**config.mk**
```make
export PLATFORM = sky130hd
export DESIGN_NAME = switch_filter_n
export DESIGN_NICKNAME = d
export VERILOG_FILES = /design/src/rtl/switch_filter_n.sv
export SDC_FILE = /design/constraint.sdc
export NUM_CORES = 1
export LEC_CHECK = 0
export BUFFER_PORTS_ARGS = -buffer_cell sky130_fd_sc_hd__buf_2
export CORE_MARGIN = 2
export CORE_UTILIZATION = 57
export DETAILED_ROUTE_END_ITERATION = 16
export GPL_TIMING_DRIVEN = 0
export PLACE_DENSITY = 0.77
export SLEW_MARGIN = 20
export SYNTH_ARGS = -nofsm -noshare
export SYNTH_HDL_FRONTEND = slang
export SYNTH_SLANG_ARGS = --single-unit
```
**constraint.sdc**
```tcl
create_clock -name clock -period 3.25 [get_ports clock]
set_input_delay 0.65 -clock clock [delete_from_list [all_inputs] [get_ports clock]]
set_output_delay 0.65 -clock clock [all_outputs]
set_load 0.005 [all_outputs]
```
**src/rtl/switch_filter_n.sv**
```systemverilog
// switch_filter_n: NUM_CH-channel switch debouncer with saturating integrators,
// hysteresis, rise/fall edge pulses and a maskable sticky change interrupt.
// Optional build macro SWITCH_FILTER_SYNC_EN inserts a 2-flop synchroniser per
// channel ahead of the integrators (adds exactly 2 cycles of latency).
module switch_filter_n #(
  parameter int NUM_CH   = 4,
  parameter int CNT_W    = 6,
  parameter bit OUT_INIT = 1'b0
) (
  input  logic              clock,
  input  logic              reset,
  input  logic [NUM_CH-1:0] switch_in,
  output logic [NUM_CH-1:0] switch_out,
  output logic [NUM_CH-1:0] rise,
  output logic [NUM_CH-1:0] fall,
  input  logic [NUM_CH-1:0] irq_mask,
  input  logic [NUM_CH-1:0] irq_ack,
  output logic [NUM_CH-1:0] pending,
  output logic              irq
);

  localparam logic [CNT_W-1:0] CMAX = {CNT_W{1'b1}};
  localparam logic [CNT_W-1:0] CMID = {1'b1, {(CNT_W-1){1'b0}}};

  logic [CNT_W-1:0]  cnt      [NUM_CH];
  logic [CNT_W-1:0]  cnt_next [NUM_CH];
  logic [NUM_CH-1:0] sample;
  logic              run;
  logic [NUM_CH-1:0] out_next;
  logic [NUM_CH-1:0] rise_next;
  logic [NUM_CH-1:0] fall_next;
  logic [NUM_CH-1:0] pend_next;

`ifdef SWITCH_FILTER_SYNC_EN
  logic [NUM_CH-1:0] sync1;
  logic [NUM_CH-1:0] sync2;
  logic [1:0]        warm;

  // Two-flop synchroniser; warm holds the integrators until real samples arrive
  always_ff @(posedge clock) begin
    if (reset) begin
      sync1 <= '0;
      sync2 <= '0;
      warm  <= '0;
    end else begin
      sync1 <= switch_in;
      sync2 <= sync1;
      warm  <= {warm[0], 1'b1};
    end
  end

  assign sample = sync2;
  assign run    = warm[1];
`else
  assign sample = switch_in;
  assign run    = 1'b1;
`endif

  // Per-channel integrator step, hysteresis decision and interrupt next-state
  always_comb begin
    out_next = switch_out;
    for (int i = 0; i < NUM_CH; i++) begin
      cnt_next[i] = cnt[i];
      if (run) begin
        if (sample[i] && (cnt[i] != CMAX)) begin
          cnt_next[i] = cnt[i] + CNT_W'(1);
        end else if (!sample[i] && (cnt[i] != '0)) begin
          cnt_next[i] = cnt[i] - CNT_W'(1);
        end
      end
      if (cnt[i] == CMAX) begin
        out_next[i] = 1'b1;
      end else if (cnt[i] == '0) begin
        out_next[i] = 1'b0;
      end
    end
    rise_next = out_next & ~switch_out;
    fall_next = ~out_next & switch_out;
    pend_next = (pending & ~irq_ack) | ((rise_next | fall_next) & irq_mask);
  end

  // State and output registers
  always_ff @(posedge clock) begin
    if (reset) begin
      for (int i = 0; i < NUM_CH; i++) begin
        cnt[i] <= CMID;
      end
      switch_out <= {NUM_CH{OUT_INIT}};
      rise       <= '0;
      fall       <= '0;
      pending    <= '0;
      irq        <= 1'b0;
    end else begin
      for (int i = 0; i < NUM_CH; i++) begin
        cnt[i] <= cnt_next[i];
      end
      switch_out <= out_next;
      rise       <= rise_next;
      fall       <= fall_next;
      pending    <= pend_next;
      irq        <= |pend_next;
    end
  end

endmodule

```
==> results.yml <==
synth:
  synth_async_sr_flop_share_pct: 0
  avgSynthCellArea_um2: 8.77
  synth.distinct_cells: 41
  synth_cells: 272
  postSynthRegisterBits: 41
  synthesis.nets: 310
  number_of_synthesis_warnings: 0
  area_of_the_mapped_netlist_mm2: 0.00238
  synth-edff-count: 0
  synth_ff_type: "dfxtp_1"
  synth_sequential_area_ratio_pct: 34.4
power_and_ir_drop:
  intPower_w: 0.00110
  switching_share_pct: 37.6
  pwr-share-seq_pct: 41.6
  power.ir.vdd_worst_mv: 0.358
  netSwitchingPower_w: 0.000663
  power_leakage_nw: 1.22
  power_density_mw_per_mm2: 658
  power.clock.fraction_pct: 18.3
  comb_power_share_pct: 40.2
routing:
  route.detailed.wl_per_inst_um: 13.6
  dr_total_vias: 2043
  vias_cell: 5.68
  drtIter0Drc: 175
  detail_route.first_pass.iterations: 4
  remaining_drc_errors: 0
  number_of_nets_still_failing_antenna_checks_after_routing: 0
  drt_wl_total_um: 4890
place:
  gp_routability_congestion: 0.848
  placedCellCount: 352
  post-dp-hpwl_um: 3700
  place.port_buffers: 30
timing:
  worst_pin_slew_ns: 0.638
  fin_setup_tns_ns: 0
  timing.final.crit_share_pct: 79.2
  rsz0062_at_grt: "false"
  clock_skew_ns: 0.00473
  final.min_clock_period_ns: 2.57
  peak_freq_ghz: 0.389
  timing_max_transition_violations_final: 0
  slew_headroom_pct: 57.0
  final-hold-violation-count: 0
  final-setup-viol-count: 0
final_layout:
  antennaDiodeCount: 0
  final_net_count: 347
  multiInputGateArea_mm2: 0.00149
  n_fill_cell: 352
  regArea_um2: 821
  final_common_cell: "dfxtp_1"
  layoutNonFillerInstCount: 360
  layout.core_utilization_pct: 67.0
  area_growth_syn_to_layout_pct: 12.4
  commonest_cells_after_routing_fill_and_taps_aside: "dfxtp_1, buf_2, nor2_1, a21oi_1"
  post_route_cells_drive_above_1_share_pct: 15.8
clock_network:
  path_clk_slew_ns: 0.08
  cts_max_level: 2
  cts.repair_timing.setup_buffer_count: 0
  clockBufferDepth: 2
  cts.repair.resized: 0
  cts_made_buffers: 5
  clock_tree.root_cell: "clkbuf_8"
  worstSkewPairLatency_ns: 0.30
  hold_buffers: 0
  cts_tree: "yes"
  cts.sink_count: 41
setup_path:
  worstPathArrival_ns: 2.77
  path_delay_family: "compound AO/OA/AOI/OAI gates"
  critPathLaunchType: "register"
  cp_slowest_stage_delay_ns: 0.46
  crit_path_top_delay_cell: "a2111oi_2"
  cp.required_ns: 3.45
  timing.setup.critical_path_class: "register to register"
  worstPathMaxFanout: 6
  timing.critical_path.cells: "nand4_1, or2_1, buf_2, nand2_1, ha_1, and3_1, a2111oi_2, o21ai_0, a31o_1"
  critical_path_buf_inv_count: 1
  worstSetupEndpointType: "register"
  reg2reg_from: "cnt[0][0]"
  startpoint: "cnt[0][0]"
worst_hold_path:
  hold_path.startpoint: "switch_out[0]"
  holdCritPathClass: "register to register"
global_route:
  global_router_s_overall_resource_usage_pct: 23.8
  grt_overflow_total: 0
  maximum_number_of_pins_on_one_net_before_global_route_repair: 13
  number_of_antenna_violations_at_the_first_check_in_global_routing: 0
  number_of_global_route_vias_before_repair: 1911
  grt_pass1_wl_um: 8400
outcome:
  run_status: "finished, final reports clean"
floorplan:
  die_outline_area_mm2: 0.00472
  fp-row-count: 23
  core_region_area_mm2: 0.00400
  die_x_um: 68.7
  die_height_um: 68.7
  design.portCount: 31
  initial_core_util_pct: 59.6
flow_run:
  maxCapViolCount: 0
## state kept, by name (all words and copies together), names as in the netlist
register	count
cnt	24
rise	4
irq	1
switch_out	4
fall	4
pending	4
## logic make-up (layout without fill, tap and decap cells)
family                   Yosys count  count (layout)  synth area share (%)
adder cells (fa/ha/maj)           24              24                  13.9
XOR/XNOR                           9               9                  3.31
AO/OA/AOI/OAI                     72              72                  20.9
flip-flops                        41              41                  34.4
buffers and inverters             20              58                  3.31
AND/OR/NAND/NOR                  106             106                  24.2
## routing by layer
layer  routed length, µm  track usage (%)  vias to the layer above
met4                  65             8.25                        0
met3                 301             5.52                        6
li1                    -                -                     1063
met1                2360             31.1                      917
met2                2160             38.2                       57
met5                   0                0                        -
## Yosys cell counts, drive strengths merged (4+ instances only)
| cell | n | area share [%] |
|---|---|---|
| a2111oi | 4 | 2.0 |
| a211o | 7 | 2.6 |
| a21o | 8 | 2.5 |
| a21oi | 25 | 5.2 |
| a31oi | 5 | 1.3 |
| and3 | 4 | 1.0 |
| dfxtp | 41 | 34 |
| fa | 4 | 3.4 |
| ha | 20 | 10 |
| inv | 14 | 2.2 |
| nand2 | 20 | 3.1 |
| nand2b | 10 | 2.6 |
| nand3 | 6 | 1.3 |
| nand4 | 4 | 1.0 |
| nor2 | 25 | 3.9 |
| nor2b | 6 | 1.6 |
| nor3 | 10 | 2.1 |
| nor3b | 4 | 1.3 |
| nor4 | 4 | 2.1 |
| o21ai | 6 | 1.3 |
| o221a | 4 | 1.9 |
| o22ai | 4 | 1.0 |
| xor2 | 7 | 2.6 |
## through the flow
stage                     power (W)  hold slack [ns]  cell area [µm²]  setup slack, ns
after global placement      0.00142            0.490             2600            0.737
after detailed placement    0.00144            0.498             2600            0.686
final                       0.00176            0.507             2680            0.677
after CTS                   0.00177            0.509             2680            0.669
after floorplan             0.00129            0.482             2380            0.936
after global routing        0.00190            0.547             2680            0.407
## power by group through the flow
stage	Combinational (W)	Clock (W)	Sequential [W]
global placement	0.000682	0	0.000739
global route	0.000806	0.000352	0.000747
finish	0.000708	0.000322	0.000732
detailed placement	0.000705	0	0.000739
CTS	0.000707	0.000329	0.000730
floorplan	0.000581	0	0.000711
## layout make-up
| type | count | area share [%] |
|---|---|---|
| plain buffers | 6 | 0.980 |
| clock buffers | 6 | 2.71 |
| clock inverters | 2 | 0.373 |
| inverters | 14 | 1.96 |
| multi-input cells | 211 | 55.4 |
| flip-flops and latches | 41 | 30.6 |
| well taps | 50 | 2.33 |
| repair buffers | 30 | 5.60 |
## worst register-to-register path: stages (launching register included)
cell and delay (ns):
dfxtp_1 0.44, nand4_1 0.13, or2_1 0.21, buf_2 0.15, nand2_1 0.19, ha_1 0.32
and3_1 0.22, a2111oi_2 0.46, o21ai_0 0.15, a31o_1 0.19
## path summary, 6_finish.rpt
path	to	slack [ns]	cells after the start
min reg2reg	rise[0]	0.51	1
min	rise[0]	0.51	1
max reg2reg	cnt[0][5]	0.68	9
max	cnt[0][5]	0.68	9
No activity file was read; power rests on OpenSTA's default activity.
